`config.mk`:
```
export PLATFORM = sky130hd
export DESIGN_NAME = fetch_stage_flat
export DESIGN_NICKNAME = d
export VERILOG_FILES = /design/src/rtl/fetch_stage_if.sv /design/src/rtl/fetch_stage.sv /design/src/flat_wrapper.sv
export SDC_FILE = /design/constraint.sdc
export NUM_CORES = 1
export LEC_CHECK = 0
export BUFFER_PORTS_ARGS = -buffer_cell sky130_fd_sc_hd__buf_2
export CORE_ASPECT_RATIO = 1.1
export CORE_MARGIN = 2
export CORE_UTILIZATION = 48
export CTS_CLUSTER_DIAMETER = 150
export DETAILED_ROUTE_END_ITERATION = 16
export PLACE_DENSITY_LB_ADDON = 0.1
export SETUP_SLACK_MARGIN = 0.2
export SKIP_CTS_REPAIR_TIMING = 1
export SLEW_MARGIN = 20
export SYNTH_ARGS = -nofsm -noshare
export SYNTH_HDL_FRONTEND = slang
export SYNTH_SLANG_ARGS = --single-unit
```
`constraint.sdc`:
```
create_clock -name clk -period 2.1 [get_ports clk]
set_clock_uncertainty 0.15 [all_clocks]
set_input_delay 0.42 -clock clk [delete_from_list [all_inputs] [get_ports clk]]
set_output_delay 0.42 -clock clk [all_outputs]
set_load 0.05 [all_outputs]
```
`src/rtl/fetch_stage_if.sv`:
```
// Instruction memory bus between the fetch stage and instruction memory.
//   imem_addr : word-aligned fetch address (bit 0 always 0)
//   imem_en   : read enable
//   imem_wr   : write strobe, never asserted by fetch
//   imem_data : combinational read data returned by memory
// master: fetch side. slave: memory side.
interface fetch_stage_if;
    logic [15:0] imem_addr;
    logic        imem_en;
    logic        imem_wr;
    logic [15:0] imem_data;

    modport master (
        output imem_addr,
        output imem_en,
        output imem_wr,
        input  imem_data
    );

    modport slave (
        input  imem_addr,
        input  imem_en,
        input  imem_wr,
        output imem_data
    );
endinterface

```
`src/rtl/fetch_stage.sv`:
```
// Instruction fetch stage: 16-bit PC, IF/ID pipeline register and a
// RUN/HALTED state machine. Fetch stops when a HALT word (opcode bits
// [15:11] all zero) reaches decode, and resumes only on redirect or reset.
// Ports:
//   clk, rst     : clock, synchronous active-high reset
//   stall        : hold PC and IF/ID register this cycle
//   redirect     : taken branch/jump; load redirect_pc, squash fetch
//   redirect_pc  : redirect target (bit 0 ignored)
//   imem         : instruction memory bus (master side)
//   id_instr     : registered instruction to decode
//   id_pc_plus2  : registered PC+2 of id_instr
//   id_valid     : id_instr is a real fetched instruction
//   halted       : fetch stopped on HALT
module fetch_stage #(
    parameter logic [15:0] RESET_PC  = 16'h0000,
    parameter logic [15:0] NOP_INSTR = 16'h0800
) (
    input  logic                 clk,
    input  logic                 rst,
    input  logic                 stall,
    input  logic                 redirect,
    input  logic [15:0]          redirect_pc,
    fetch_stage_if.master        imem,
    output logic [15:0]          id_instr,
    output logic [15:0]          id_pc_plus2,
    output logic                 id_valid,
    output logic                 halted
);

    typedef enum logic {
        RUN,
        HALTED
    } state_t;

    localparam logic [15:0] RESET_PC_ALIGNED = RESET_PC & 16'hFFFE;

    state_t      state;
    logic [15:0] pc;
    logic [15:0] pc_plus2;
    logic        is_halt;

    assign pc_plus2 = pc + 16'd2;
    assign is_halt  = (imem.imem_data[15:11] == 5'b00000);

    assign imem.imem_addr = {pc[15:1], 1'b0};
    assign imem.imem_en   = (state == RUN) && !rst;
    assign imem.imem_wr   = 1'b0;
    assign halted         = (state == HALTED);

    // Priority: rst > redirect > stall > HALT detect > normal fetch.
    always_ff @(posedge clk) begin
        if (rst) begin
            pc          <= RESET_PC_ALIGNED;
            state       <= RUN;
            id_instr    <= NOP_INSTR;
            id_pc_plus2 <= '0;
            id_valid    <= 1'b0;
        end else if (redirect) begin
            // id_pc_plus2 is left untouched: the squashed slot is invalid.
            pc       <= {redirect_pc[15:1], 1'b0};
            state    <= RUN;
            id_instr <= NOP_INSTR;
            id_valid <= 1'b0;
        end else if (stall) begin
            pc          <= pc;
            state       <= state;
            id_instr    <= id_instr;
            id_pc_plus2 <= id_pc_plus2;
            id_valid    <= id_valid;
        end else begin
            case (state)
                RUN: begin
                    id_instr    <= imem.imem_data;
                    id_pc_plus2 <= pc_plus2;
                    id_valid    <= 1'b1;
                    if (is_halt) begin
                        // HALT reaches decode as a valid instruction; PC parks on it.
                        state <= HALTED;
                    end else begin
                        pc <= pc_plus2;
                    end
                end
                HALTED: begin
                    id_instr <= NOP_INSTR;
                    id_valid <= 1'b0;
                end
                default: begin
                    state <= RUN;
                end
            endcase
        end
    end

endmodule

```
`src/flat_wrapper.sv`:
```
// flat-port wrapper written by rule: the top's interface ports become plain ports
module fetch_stage_flat 
#(
    parameter logic [15:0] RESET_PC  = 16'h0000,
    parameter logic [15:0] NOP_INSTR = 16'h0800
)
  (clk, rst, stall, redirect, redirect_pc, id_instr, id_pc_plus2, id_valid, halted, imem_imem_addr, imem_imem_en, imem_imem_wr, imem_imem_data);
  fetch_stage_if imem_i ();
  input  logic clk;
  input  logic rst;
  input  logic stall;
  input  logic redirect;
  input  logic [15:0] redirect_pc;
  output logic [15:0] id_instr;
  output logic [15:0] id_pc_plus2;
  output logic id_valid;
  output logic halted;
  output wire logic [$bits(imem_i.imem_addr)-1:0] imem_imem_addr;
  output wire logic [$bits(imem_i.imem_en)-1:0] imem_imem_en;
  output wire logic [$bits(imem_i.imem_wr)-1:0] imem_imem_wr;
  input wire logic [$bits(imem_i.imem_data)-1:0] imem_imem_data;
  assign imem_imem_addr = imem_i.imem_addr;
  assign imem_imem_en = imem_i.imem_en;
  assign imem_imem_wr = imem_i.imem_wr;
  assign imem_i.imem_data = imem_imem_data;
  fetch_stage #(.RESET_PC(RESET_PC), .NOP_INSTR(NOP_INSTR)) u_core (.clk(clk), .rst(rst), .stall(stall), .redirect(redirect), .redirect_pc(redirect_pc), .imem(imem_i), .id_instr(id_instr), .id_pc_plus2(id_pc_plus2), .id_valid(id_valid), .halted(halted));
endmodule
```
# Word-level counts from Yosys, hierarchy flattened
# Cells that the tools add are included.
# totals
register_bits,50
in_bits,36
# op_classes
addsub,1
n_eq_ne,3
n_mux,8
bitwise_logic,4
reduce_logical,7
# ops
operator,count
$mux W16,4
$pmux W16 S2,1
$add A16 B2 Y16 const B,1
$reduce_and A3 Y1,3
$logic_not A5 Y1,1
$ne A2 B2 Y1 const B,2
$not A1 Y1,4
$mux W1,2
$ne A2 B1 Y1 const B,1
$pmux W1 S2,1
$reduce_or A2 Y1,1
$logic_and A1 B1 Y1,1
$logic_not A1 Y1,1

# Longest topological paths before layout
# logic_depth
depth_word,5
depth_mapped,6
mapped_depth_nobuf,5

# Worst setup path after synthesis
# OpenSTA, ideal clock, no wires.
# synth_timing
path_kind,register to register
from,reg u_core.pc[1]
to,reg u_core.id_pc_plus2[15]
t_arrival_ns,1.931
slack_ns,-0.060
path_stages_with_launch,6
n_path_buf,0
synth_period_minus_slack_ns,2.160
path_cell_list,dfxtp_1 ha_1 nand3_2 nor4_4 xnor2_1 a211oi_2
# synth_via
elab_chain_len,1
# synth_lines
element,line,text
"start, declared",fetch_stage.sv:38,logic [15:0] pc;
"start signal, assigned",fetch_stage.sv:60,"pc <= {redirect_pc[15:1], 1'b0};"
"start signal, assigned",fetch_stage.sv:65,pc <= pc;
"start signal, assigned",fetch_stage.sv:80,pc <= pc_plus2;
$add A16 B2 Y16,fetch_stage.sv:42,assign pc_plus2 = pc + 16'd2;
"end signal, assigned",fetch_stage.sv:68,id_pc_plus2 <= id_pc_plus2;
"end signal, assigned",fetch_stage.sv:74,id_pc_plus2 <= pc_plus2;
"end, declared",fetch_stage.sv:25,"output logic [15:0] id_pc_plus2,"
# Every way passes these cells.
# A chain may end at the register's enable or synchronous reset.

# Worst setup path in the final report
# layout_timing
from,reg u_core.pc[4]
to,reg u_core.id_pc_plus2[14]
# Same word-level chain as after synthesis.

==> qor.csv <==
metric;value;unit
Initial Util;50.69;%
pre-CTS WS;0.1943;ns
met2 Resource Use GR;35.68;%
peak supply drop;0.0003328;V
type of the worst setup path;reg -> reg;
ys async rst share;0;%
Tot Pwr;2.024;mW
boundary pin count;88;
crit path capture type;flop;
Mean Syn Cell Area;8.704;um^2
number of synthesized flops with an enable pin;0;
# diodes;0;
RePlAce Congestion;0.7961;
final worst setup slack;0.2716;ns
via density per instance;5.588;
core area;4379;um^2
share of cells above drive strength 1;38.60;%
cell taking the most area after synthesis;dfxtp_1;
fmax;546.9;MHz
# port buffers;83;
residual DRC count;0;
Max Cap Violations;0;
maximum buffer depth of the clock tree;2;
Hold Slack;0.1972;ns
Slew Limit Fails;0;
vias;2213;
GRT Resource Usage Total;22.71;%
fill count;393;
commonest non-fill, non-tap cell in the layout;buf_2;
required time of the critical path;2.17;ns
Synth warnings;0;
Post-DP HPWL;4102;um
global-route wire length before repair;8832;um
Total Wirelength;5720;um
final setup violation count;0;
Crit Path Max Fanout;6;
Yosys top cell area share;43.29;%
drt pass-1 iters;4;
Hold Violations, Final;0;
Worst path max stage delay;0.58;ns
residual overflow from global routing;0;
TritonCTS clock tree;done;
Die Width;68.84;um
setup_tns;0;ns
area growth from synthesis to layout;28.41;%
period utilization;87.07;%
status;finished clean;
leakage power;1.214;nW
clk root buf;clkbuf_8;
largest net degree at the start of global routing;28;
Slowest-stage cell, CP;or4_4;
register area share after synthesis;43.29;%
layout net count;378;
post-synthesis register bit count;48;
routed len/inst;14.44;um
initial DRC count;123;
Worst Path Buf+Inv;0;
clk sinks;48;
cell area after layout;2850;um^2
H-tree depth;2;
Placed Instance Area;2744;um^2
Netlist Area Pre-Place;2220;um^2
met3 Use GR;5.761;%
vias in the first global route;1970;
height of the die;75.32;um
Worst-path clk slew;0.09;ns
Setup crit start kind;flop;
Worst-Skew Late Latency;0.30;ns
Hold Path Class;in -> reg;
initial antenna violation count;0;
largest cells by area after synthesis;dfxtp_1 43%, nor2_1 5.9%, a22oi_1 5.1%;
post-synth cell types;44;
WP data arrival;1.90;ns
GR Util met1;30.27;%
die area;5185;um^2
Cells after Synth;255;
power density cells;710.0;nW/um^2
TritonCTS buffer count;5;
Top Usage Layer GRT;met2;
post-layout minimum cycle time;1.828;ns
Routed Antenna Nets;0;
RSZ-0062 raised after global routing;no;
commonest non-fill, non-tap cells in the layout;83 x buf_2, 35 x dfxtp_1, 34 x nor2_1;
CP top delay family;simple AND/OR/NAND/NOR gates;
ys flop type;dfxtp_1;
cells along the critical path;nand4_2 > or4_4 > xor2_1 > a211oi_2;
standard-cell rows;25;
[worst paths after layout]
kind                                                          start                                  end  cells after the start  slack, ns
worst max-delay path                      u_core.pc[4]$_SDFFE_PP0P_  u_core.id_pc_plus2[14]$_SDFFE_PP0P_                      4       0.27
worst min-delay path                             imem_imem_data[10]     u_core.id_instr[10]$_SDFFE_PP0N_                      3       0.20
worst max register to register            u_core.pc[4]$_SDFFE_PP0P_  u_core.id_pc_plus2[14]$_SDFFE_PP0P_                      4       0.27
worst min register to register  u_core.id_pc_plus2[13]$_SDFFE_PP0P_  u_core.id_pc_plus2[13]$_SDFFE_PP0P_                      2       0.31
[Yosys cell counts, types with 5 or more instances]
cell	instances
a211oi_1	14
a21oi_1	10
a22oi_1	15
a31oi_1	9
and2_1	6
clkbuf_1	12
dfxtp_1	48
inv_1	6
nand2_1	16
nand3_1	6
nand4_1	5
nor2_1	35
o21ai_0	7
xnor2_1	5
xor2_1	6
[per-layer routing]
metal	up-vias	wire length [um]
li1	1100	-
met4	0	123
met2	84	2546
met5	-	0
met1	1017	2682
met3	12	367
[final cells by class]
type                            count  area (um^2)  area share [%]
Inverter                            6        22.52          0.7902
Timing Repair Buffer               97        520.5           18.26
Multi-Input combinational cell    183         1167           40.96
Sequential cell                    48        982.2           34.46
Clock buffer                        8        90.09           3.161
Tap cell                           54        67.56           2.371
[power by group]
part	internal [mW]	switching, mW	total (mW)
logic	0.134	0.314	0.448
registers	0.958	0.0462	1.00
clock network	0.269	0.302	0.571
total	1.36	0.662	2.02
[flip-flops by register name (all words and copies together), names as in the netlist]
signal	flops
u_core.pc	15
u_core.halted	1
u_core.id_instr	16
u_core.id_pc_plus2	15
u_core.id_valid	1
[kinds of logic (layout without fill, tap and decap cells)]
kind of cell	Yosys count	after routing	synth area share, %
simple gates	94	94	22.32
compound gates	74	74	24.01
flops	48	48	43.29
buf+inv	26	111	5.299
xor+xnor	11	11	4.340
fa+ha+maj	1	1	0.5636
other cells	1	3	0.1689
[worst register-to-register path: cells and delay by family, from the launching register on]
kind | cells | cell delay (ns)
xor+xnor | 1 | 0.17
simple gates | 2 | 0.79
compound gates | 1 | 0.21
flops | 1 | 0.42
[stage by stage]
| step | utilization (%) | cells |
|---|---|---|
| CTS | 64.71 | 396 |
| finish | 65.09 | 396 |
| floorplan | - | 257 |
| global route | 65.09 | 396 |
| detailed placement | 62.66 | 388 |
| global placement | 62.66 | 388 |
(Power assumes the default switching activity.)
